[config.mk]
export PLATFORM = sky130hd
export DESIGN_NAME = clk_en_select
export DESIGN_NICKNAME = d
export VERILOG_FILES = /design/src/rtl/clk_en_select_pkg.sv /design/src/rtl/clk_en_div.sv /design/src/rtl/clk_en_select.sv
export SDC_FILE = /design/constraint.sdc
export NUM_CORES = 1
export LEC_CHECK = 0
export ABC_AREA = 1
export CAP_MARGIN = 20
export CORE_ASPECT_RATIO = 0.7
export CORE_UTILIZATION = 45
export CTS_CLUSTER_SIZE = 24
export DETAILED_ROUTE_END_ITERATION = 6
export PLACE_DENSITY = 0.66
export SLEW_MARGIN = 20
export SYNTH_ARGS = -nofsm -noshare
export SYNTH_HDL_FRONTEND = slang
export SYNTH_HIERARCHICAL = 1
export SYNTH_SLANG_ARGS = --single-unit
[constraint.sdc]
create_clock -name clk_i -period 4.1 [get_ports clk_i]
set_clock_uncertainty 0.2 [all_clocks]
set_input_delay 0.82 -clock clk_i [delete_from_list [all_inputs] [get_ports clk_i]]
set_output_delay 0.82 -clock clk_i [all_outputs]
set_load 0.03 [all_outputs]
[src/rtl/clk_en_select_pkg.sv]
// clk_en_select_pkg: shared state encoding, ratio width default and width helper
// Contents: state_t (RUN/DRAIN/GAP/LOAD), DIV_W_DEF, clog2()
package clk_en_select_pkg;
    typedef enum logic [1:0] {ST_RUN, ST_DRAIN, ST_GAP, ST_LOAD} state_t;
    localparam int DIV_W_DEF = 8;
    function automatic int clog2(input int n);
        int r;
        r = 0;
        while ((1 << r) < n) r++;
        return r;
    endfunction
endpackage

[src/rtl/clk_en_div.sv]
// clk_en_div: period counter, ratio latch and registered clk_en/clk_div generation
// Ports: i_clk, i_rst (sync, active-high), i_run (count and drive outputs),
//        i_load (restart at cnt 0 with i_ratio), i_ratio (ratio of the selected channel),
//        o_last (cnt is at R-1 this cycle), o_clk_en, o_clk_div (registered outputs)
module clk_en_div
    import clk_en_select_pkg::*;
#(
    parameter int DIV_W = DIV_W_DEF
) (
    input  logic             i_clk,
    input  logic             i_rst,
    input  logic             i_run,
    input  logic             i_load,
    input  logic [DIV_W-1:0] i_ratio,
    output logic             o_last,
    output logic             o_clk_en,
    output logic             o_clk_div
);
    logic [DIV_W-1:0] r_cnt, r_ratio, w_norm, w_r, w_half;
    logic r_fresh, r_en, r_div, w_last;
    assign w_norm = (i_ratio == '0) ? DIV_W'(1) : i_ratio;
    // right after reset nothing has been latched yet, so the live ratio is used for that first cycle
    assign w_r = r_fresh ? w_norm : r_ratio;
    assign w_half = (w_r >> 1) + {{(DIV_W-1){1'b0}}, w_r[0]};
    assign w_last = r_cnt == w_r - DIV_W'(1);
    assign o_last = w_last;
    assign o_clk_en = r_en;
    assign o_clk_div = r_div;
    always_ff @(posedge i_clk) begin
        if (i_rst) begin
            r_cnt   <= '0;
            r_ratio <= DIV_W'(1);
            r_fresh <= 1'b1;
            r_en    <= 1'b0;
            r_div   <= 1'b0;
        end else if (i_load) begin
            r_cnt   <= '0;
            r_ratio <= w_norm;
            r_fresh <= 1'b0;
            r_en    <= 1'b0;
            r_div   <= 1'b0;
        end else if (i_run) begin
            r_cnt   <= w_last ? '0 : r_cnt + DIV_W'(1);
            r_ratio <= w_last ? w_norm : w_r;
            r_fresh <= 1'b0;
            r_en    <= w_last;
            r_div   <= r_cnt < w_half;
        end else begin
            r_en    <= 1'b0;
            r_div   <= 1'b0;
        end
    end
endmodule

[src/rtl/clk_en_select.sv]
// clk_en_select: glitch-free switch between divided clock-enable channels
// Ports: clk_i, rst_i (sync, active-high), cfg_div_i (per-channel ratio, channel k at [k*DIV_W +: DIV_W]),
//        sel_i / sel_valid_i / sel_ready_o (switch request handshake), clk_en_o (one pulse per period),
//        clk_div_o (divided square wave), active_sel_o, switching_o, sel_err_o (rejected request pulse)
// Build option: CLK_EN_SELECT_DEAD_GAP_EN inserts DEAD_CYC idle cycles between the old and new channel.
module clk_en_select
    import clk_en_select_pkg::*;
#(
    parameter int NUM_CH      = 4,
    parameter int DIV_W       = DIV_W_DEF,
    parameter int DEAD_CYC    = 2,
    parameter int DEFAULT_SEL = 0
) (
    input  logic                      clk_i,
    input  logic                      rst_i,
    input  logic [NUM_CH*DIV_W-1:0]   cfg_div_i,
    input  logic [clog2(NUM_CH)-1:0]  sel_i,
    input  logic                      sel_valid_i,
    output logic                      sel_ready_o,
    output logic                      clk_en_o,
    output logic                      clk_div_o,
    output logic [clog2(NUM_CH)-1:0]  active_sel_o,
    output logic                      switching_o,
    output logic                      sel_err_o
);
    localparam int SEL_W = clog2(NUM_CH);
    state_t r_state, w_next;
    logic [SEL_W-1:0] r_active, r_pend, w_ch;
    logic [DIV_W-1:0] w_ratio;
    logic [3:0] r_gap;
    logic r_err, w_acc, w_bad, w_last, w_run, w_load, w_gap_done;
    assign w_acc = sel_valid_i && (r_state == ST_RUN);
    assign w_bad = int'(sel_i) >= NUM_CH;
    assign w_gap_done = r_gap == 4'(DEAD_CYC - 1);
    // LOAD latches the ratio of the channel being switched to, otherwise the active one
    assign w_ch = (r_state == ST_LOAD) ? r_pend : r_active;
    assign w_ratio = cfg_div_i[int'(w_ch)*DIV_W +: DIV_W];
    assign active_sel_o = r_active;
    assign sel_err_o = r_err;
    always_ff @(posedge clk_i) begin
        if (rst_i) r_state <= ST_RUN;
        else r_state <= w_next;
    end
    always_comb begin
        w_next = r_state;
        case (r_state)
            ST_RUN:   w_next = (w_acc && !w_bad && sel_i != r_active) ? ST_DRAIN : ST_RUN;
`ifdef CLK_EN_SELECT_DEAD_GAP_EN
            ST_DRAIN: w_next = w_last ? ST_GAP : ST_DRAIN;
`else
            ST_DRAIN: w_next = w_last ? ST_LOAD : ST_DRAIN;
`endif
            ST_GAP:   w_next = w_gap_done ? ST_LOAD : ST_GAP;
            ST_LOAD:  w_next = ST_RUN;
            default:  w_next = ST_RUN;
        endcase
    end
    always_comb begin
        w_run       = (r_state == ST_RUN) || (r_state == ST_DRAIN);
        w_load      = r_state == ST_LOAD;
        sel_ready_o = r_state == ST_RUN;
        switching_o = r_state != ST_RUN;
    end
    always_ff @(posedge clk_i) begin
        if (rst_i) begin
            r_active <= SEL_W'(DEFAULT_SEL);
            r_pend   <= SEL_W'(DEFAULT_SEL);
            r_gap    <= 4'd0;
            r_err    <= 1'b0;
        end else begin
            r_active <= w_load ? r_pend : r_active;
            r_pend   <= (r_state == ST_RUN && w_next == ST_DRAIN) ? sel_i : r_pend;
            r_gap    <= (r_state == ST_GAP) ? r_gap + 4'd1 : 4'd0;
            r_err    <= w_acc && w_bad;
        end
    end
    clk_en_div #(.DIV_W(DIV_W)) u_div (
        .i_clk     (clk_i),
        .i_rst     (rst_i),
        .i_run     (w_run),
        .i_load    (w_load),
        .i_ratio   (w_ratio),
        .o_last    (w_last),
        .o_clk_en  (clk_en_o),
        .o_clk_div (clk_div_o)
    );
endmodule

=== Word-level counts from Yosys, hierarchy flattened ===
Cells that the tools add are included.

* Bitwise operators: 2
* Add/sub/neg operators: 4
* Shift operators: 1
* Eq/ne operators: 7
* Reduce and logical (&&, ||, !) cells: 11
* Muxes and demuxes: 13
* $lt $le $gt $ge: 1

{| class="wikitable"
|+ Operators by type and width
! operator !! number
|-
| $mux 8 || 6
|-
| $shiftx 32x6->8 || 1
|-
| $add 7x1->8 || 1
|-
| $add 8x1->8 const B || 1
|-
| $eq 8x8->1 || 1
|-
| $logic_not 8->1 || 1
|-
| $lt 8x8->1 || 1
|-
| $pmux 2 s4 || 1
|-
| $sub 8x1->8 const B || 1
|-
| $add 4x1->4 const B || 1
|-
| $eq 2x1->1 const B || 2
|-
| $eq 2x2->1 const B || 2
|-
| $eq 4x1->1 const B || 1
|-
| $mux 1 || 4
|-
| $mux 2 || 2
|-
| $reduce_bool 2->1 || 2
|-
| $reduce_or 2->1 || 2
|-
| $logic_and 1x1->1 || 3
|-
| $reduce_or 3->1 || 1
|-
| $logic_not 2->1 || 1
|-
| $ne 2x2->1 || 1
|-
| $not 1->1 || 2
|-
| $logic_or 1x1->1 || 1
|}

* Register bits: 29
* Output and inout port bits: 7

=== Depth between registers and ports, before layout ===
* Depth after elaboration: 12
* Gate-level depth with buffers: 30
* Depth with buffers taken out: 28

=== Cells and area by module ===
The synthesis kept the hierarchy.

{| class="wikitable"
|+ By module, submodules not included
! module !! sequential area each (um2) !! instances !! cells an instance !! area each (um2)
|-
| clk_en_div || 380.4 || 1 || 276 || 1704.1
|-
| clk_en_select || 200.2 || 1 || 163 || 889.6
|}

=== Least setup slack after synthesis ===
OpenSTA, ideal clock, no wires.

* Path type: register to register
* Start point: reg r_active[0], in the netlist active_sel_o[0]
* End point: reg u_div.r_div, in the netlist u_div/o_clk_div
* Cell stages (with the launch flop): 25
* Slack: 831 ps
* Arrival time: 2995 ps
* Path buffers: 1
* Library setup time: 74 ps
* Cells stage by stage: dfxtp_1 -> inv_1 -> nand2_1 -> o21ai_4 -> buf_6 -> nand2_1 -> nand3_1 -> nand2_1 -> nor2_1 -> nand2_1 -> inv_1 -> nand2_1 -> nand3_1 -> nand2_2 -> inv_1 -> ha_1 -> ha_1 -> inv_1 -> ha_1 -> a21boi_0 -> o211ai_1 -> nand2_1 -> a21oi_1 -> o21bai_1 -> a31oi_1

* Word-level cells in the longest chain between the ends: 7

{| class="wikitable"
|+ RTL lines
! what !! line !! text
|-
| start: declaration || clk_en_select.sv:28 || <nowiki>logic [SEL_W-1:0] r_active, r_pend, w_ch;</nowiki>
|-
| start signal: assignment || clk_en_select.sv:66 || <nowiki>r_active <= SEL_W'(DEFAULT_SEL);</nowiki>
|-
| start signal: assignment || clk_en_select.sv:71 || <nowiki>r_active <= w_load ? r_pend : r_active;</nowiki>
|-
| $mux 2 (*) || - ||
|-
| $shiftx 32x6->8 (*) || clk_en_select.sv:37 || <nowiki>assign w_ratio = cfg_div_i[int'(w_ch)*DIV_W +: DIV_W];</nowiki>
|-
| net w_ratio[3] || clk_en_select.sv:29 || <nowiki>logic [DIV_W-1:0] w_ratio;</nowiki>
|-
| $logic_not 8->1 || clk_en_div.sv:21 || <nowiki>assign w_norm = (i_ratio == '0) ? DIV_W'(1) : i_ratio;</nowiki>
|-
| $mux 8 (*) || clk_en_div.sv:21 ||
|-
| $mux 8 (*) || clk_en_div.sv:23 || <nowiki>assign w_r = r_fresh ? w_norm : r_ratio;</nowiki>
|-
| $add 7x1->8 (*) || clk_en_div.sv:24 || <nowiki>assign w_half = (w_r >> 1) + {{(DIV_W-1){1'b0}}, w_r[0]};</nowiki>
|-
| $lt 8x8->1 (*) || clk_en_div.sv:47 || <nowiki>r_div <= r_cnt < w_half;</nowiki>
|-
| end signal: assignment || clk_en_div.sv:47 ||
|-
| end: declaration || clk_en_div.sv:20 || <nowiki>logic r_fresh, r_en, r_div, w_last;</nowiki>
|}

Mark *: on every way through the listed nets, which the timed path passes. The rest lies on a longest branch.
A chain may end at the register's enable or synchronous reset.

=== Final worst setup path ===
* Start point: reg r_state[1]
* End point: reg u_div.r_ratio[4]

* Word-level cells in the longest chain between the ends: 11

{| class="wikitable"
|+ RTL lines
! what !! line !! text
|-
| start: declaration || clk_en_select.sv:27 || <nowiki>state_t r_state, w_next;</nowiki>
|-
| start signal: assignment || clk_en_select.sv:42 || <nowiki>else r_state <= w_next;</nowiki>
|-
| $eq 2x2->1 (*) || clk_en_select.sv:36 || <nowiki>assign w_ch = (r_state == ST_LOAD) ? r_pend : r_active;</nowiki>
|-
| $mux 2 (*) || - ||
|-
| $shiftx 32x6->8 (*) || clk_en_select.sv:37 ||
|-
| net w_ratio[4] || clk_en_select.sv:29 ||
|-
| $logic_not 8->1 || clk_en_div.sv:21 ||
|-
| $mux 8 (*) || clk_en_div.sv:21 ||
|-
| $mux 8 || clk_en_div.sv:23 ||
|-
| $sub 8x1->8 || clk_en_div.sv:25 || <nowiki>assign w_last = r_cnt == w_r - DIV_W'(1);</nowiki>
|-
| $eq 8x8->1 || clk_en_div.sv:25 ||
|-
| $mux 8 || clk_en_div.sv:44 || <nowiki>r_ratio <= w_last ? w_norm : w_r;</nowiki>
|-
| $mux 8 || clk_en_div.sv:42 || <nowiki>end else if (i_run) begin</nowiki>
|-
| $mux 8 (*) || clk_en_div.sv:36 || <nowiki>end else if (i_load) begin</nowiki>
|-
| end signal: assignment || clk_en_div.sv:38 || <nowiki>r_ratio <= w_norm;</nowiki>
|-
| end signal: assignment || clk_en_div.sv:44 ||
|-
| end: declaration || clk_en_div.sv:19 || <nowiki>logic [DIV_W-1:0] r_cnt, r_ratio, w_norm, w_r, w_half;</nowiki>
|}

Mark *: on every way through the listed nets, which the timed path passes. The rest lies on a longest branch. The select of a mux whose other input is x is not followed.

==> results.cfg <==
[synthesis]
netlist_area_um2 = 2590
ys_seq_elements = 29
synthCells = 439
synth_fp_nets = 489
synth-warning-count = 6
synth_cell_types = 31
yosysSeqAreaShare_pct = 22.4
synth.avg_cell_area_um2 = 5.91

[flow_run]
cap_violations = 0

[setup_path]
path_class = reg -> reg
r2r-end = u_div/r_ratio[4]$_SDFFE_PP0P_
startpoint_type = register
r2r_slack_ns = 0.40
reg2regPathDepth = 24
r2r_start = r_state[1]$_SDFF_PP0_
cp_data_arrival_time_ns = 3.66
critPathRequiredTime_ns = 4.05
critPathCaptureType = register
path_max_fanout = 9
crit_start = r_state[1]$_SDFF_PP0_

[timing]
timing.hold.ws_ns = 0.275
post-route-min-period_ns = 3.70
rsz0062_at_grt = false
worst_slew_pin_slew_ns = 0.681
period_share_pct = 90.4
slew_violations = 0
final_hold_viol_count = 0
final.setup.tns_ns = 0
relSlewSlack_pct = 54.5
setup_viol_count_final = 0
fmax_mhz = 270

[placement]
dp_hpwl_um = 5040
place_area_um2 = 3050
io_buffer_count = 42
gp_congestion = 0.873

[cells_and_area]
drive_gt1_share_pct = 7.23
insertedDiodeCount = 0
multi_input_area_um2 = 1610
area_growth_syn_to_layout_pct = 23.2
seq_area_um2 = 581
nets = 533
stdcell_area_um2 = 3190
fill_cells = 564

[drt]
vias = 2655
drt.antenna.violating_nets = 0
wl_per_cell_um = 11.7
drt_iter0_drc = 146
drc_errors = 0
wirelength_um = 6500
dr.pass1.iters = 4
viasPerCell = 4.78

[global_route]
first_global_vias = 2462
grtUsageMet2_pct = 36.0
grt.overflow.total = 0
grt_max_degree = 18
grt_pass1_wl_um = 11100
grt_util_all_layers_pct = 23.2
antenna_found_initial = 0
use_met3_pct = 5.67
grtUsageMet1_pct = 32.2
busiest_layer = met2

[power_and_ir_drop]
swShare_pct = 30.8
pwr-share-comb_pct = 26.6
powerDensity_nw_per_um2 = 269
seqPwrFrac_pct = 36.3
ir_drop_mv = 0.199
p_clk_share_pct = 37.1
intPower_w = 0.000593
p_leak_nw = 1.70
p_sw_w = 0.000265

[outcome]
status = finished, final reports clean

[clock_network]
numCtsBuffers = 5
h-tree-depth = 2
clkTransAtPathRegs_ns = 0.07
cts_buffer_depth = 2
cts_tree = done
cts.sinks = 29
cts-root-buf = clkbuf_8
clk_latency_ns = 0.29

[hold_path]
hp-class = reg -> reg
min_to = u_div/r_ratio[6]$_SDFFE_PP0P_
hp-start = u_div/r_ratio[6]$_SDFFE_PP0P_
holdPathStages = 2

[floorplan]
die_area_um2 = 6080
die_h_um = 65.5
num_io_pins = 44
initial_core_util_pct = 48.1
die_x_um = 92.7
rows = 22
core-area_um2 = 5400
-- worst max-delay path: stages, from the launching register on --
cell	delay, ns
dfxtp_1	0.46
nand2_4	0.13
o21ai_4	0.29
inv_2	0.16
nand3_1	0.11
nand2_1	0.11
nor2_1	0.16
nand2_1	0.08
inv_1	0.06
nand2_1	0.05
nand3_1	0.07
nand2_2	0.08
ha_1	0.28
inv_1	0.10
nand3_1	0.09
nand3_1	0.12
nand2_1	0.06
nor2_1	0.09
nand2_1	0.06
nor2_1	0.11
nand3_1	0.10
o21ai_2	0.32
nand2_1	0.09
nand3_1	0.09
a21oi_1	0.08
-- cell usage after synthesis, drive strengths merged --
cell type / n / share of area [%]
nand2: 137 / 21
inv: 89 / 13
nand3: 58 / 11
nor2: 33 / 5.0
dfxtp: 29 / 22
a21oi: 21 / 4.1
ha: 13 / 6.3
xor2: 13 / 4.4
o21ai: 12 / 3.8
buf: 5 / 2.0
nor3: 5 / 0.96
xnor2: 4 / 1.4
clkinv: 3 / 0.43
nand4: 3 / 0.72
or2: 3 / 0.72
and3: 2 / 0.48
clkbuf: 2 / 0.29
o21bai: 2 / 0.58
a21boi: 1 / 0.29
a31oi: 1 / 0.24
conb: 1 / 0.14
nand3b: 1 / 0.29
o211ai: 1 / 0.29
-- logic make-up after synthesis --
family | share of synthesized area, %
simple gates | 40.6
fa+ha+maj | 6.27
buf+inv | 15.6
flops | 22.4
xor+xnor | 5.74
compound gates | 9.21
other cells | 0.145
-- final cells by class --
class                           count  area share [%]
Clock buffer                        6            2.59
Clock inverter                      2            1.18
Inverter                           92            10.8
Multi-Input combinational cell    311            50.4
Sequential cell                    29            18.2
Tap cell                           72            2.82
Timing Repair Buffer               44            14.0
-- cells in the final DEF (no fill, tap or decap), types with 2 or more instances in the layout --
cell type	instances
clkbuf_8	6
xor2_1	13
and3_1	2
nor2_2	2
nand3_1	58
nand2_1	127
ha_1	13
nand2_4	3
nand2_2	7
xnor2_1	4
clkinv_1	3
o21ai_1	3
inv_1	85
clkdlybuf4s50_1	42
o21ai_0	3
nor2_1	31
nor3_1	5
o21ai_4	2
or2_2	3
o21ai_2	4
o21bai_1	2
nand4_1	3
inv_2	4
a21oi_1	21
dfxtp_1	29
-- routing by layer --
metal	vias up	wire [µm]	share of wire (%)
met4	0	27	0.42
li1	1432	-	-
met1	1166	3430	53
met5	-	0	0
met3	5	394	6.1
met2	52	2650	41
-- power groups by stage --
stage | clock network [W] | logic [W] | registers (W)
after floorplan | 0 | 0.000152 | 0.000315
after global placement | 0 | 0.000222 | 0.000317
after detailed placement | 0 | 0.000224 | 0.000317
after CTS | 0.000327 | 0.000226 | 0.000311
after global routing | 0.000338 | 0.000258 | 0.000313
final | 0.000318 | 0.000229 | 0.000311
-- registers in the layout (all words and copies together), names as in the netlist --
signal	cells
u_div/r_cnt	8
u_div/r_ratio	8
r_gap	4
active_sel_o	2
r_pend	2
r_state	2
u_div/o_clk_div	1
u_div/o_clk_en	1
u_div/r_fresh	1
-- timing repair --
action                     4_1_cts  5_1_grt
setup endpoints to repair        0        5
buffers inserted                 0        1
hold endpoints to repair         0        0
hold buffers                     0        0
gates resized for setup          0        1
-- worst max path at each step --
| stage | end | slack (ns) | cells past startpoint |
|---|---|---|---|
| 2_1_floorplan | u_div/o_clk_div$_SDFF_PP0_ | 0.83 | 24 |
| 3_3_place_gp | u_div/o_clk_div$_SDFF_PP0_ | 0.21 | 22 |
| 3_5_place_dp | u_div/r_cnt[5]$_SDFFE_PP0P_ | 0.14 | 23 |
| 4_1_cts | u_div/r_cnt[5]$_SDFFE_PP0P_ | 0.36 | 25 |
| 5_1_grt | u_div/r_ratio[3]$_SDFFE_PP0P_ | 0.08 | 24 |
| 6_report | u_div/r_ratio[4]$_SDFFE_PP0P_ | 0.40 | 24 |
-- through the flow --
step / std cells / utilization, % / total power (W) / setup WS, ns
floorplan: 439 / - / 0.000466 / 0.831
global placement: 547 / 56.6 / 0.000539 / 0.207
detailed placement: 547 / 56.6 / 0.000542 / 0.141
CTS: 555 / 58.8 / 0.000864 / 0.360
global route: 556 / 59.2 / 0.000909 / 0.0842
finish: 556 / 59.2 / 0.000858 / 0.395
(Power assumes the default switching activity.)
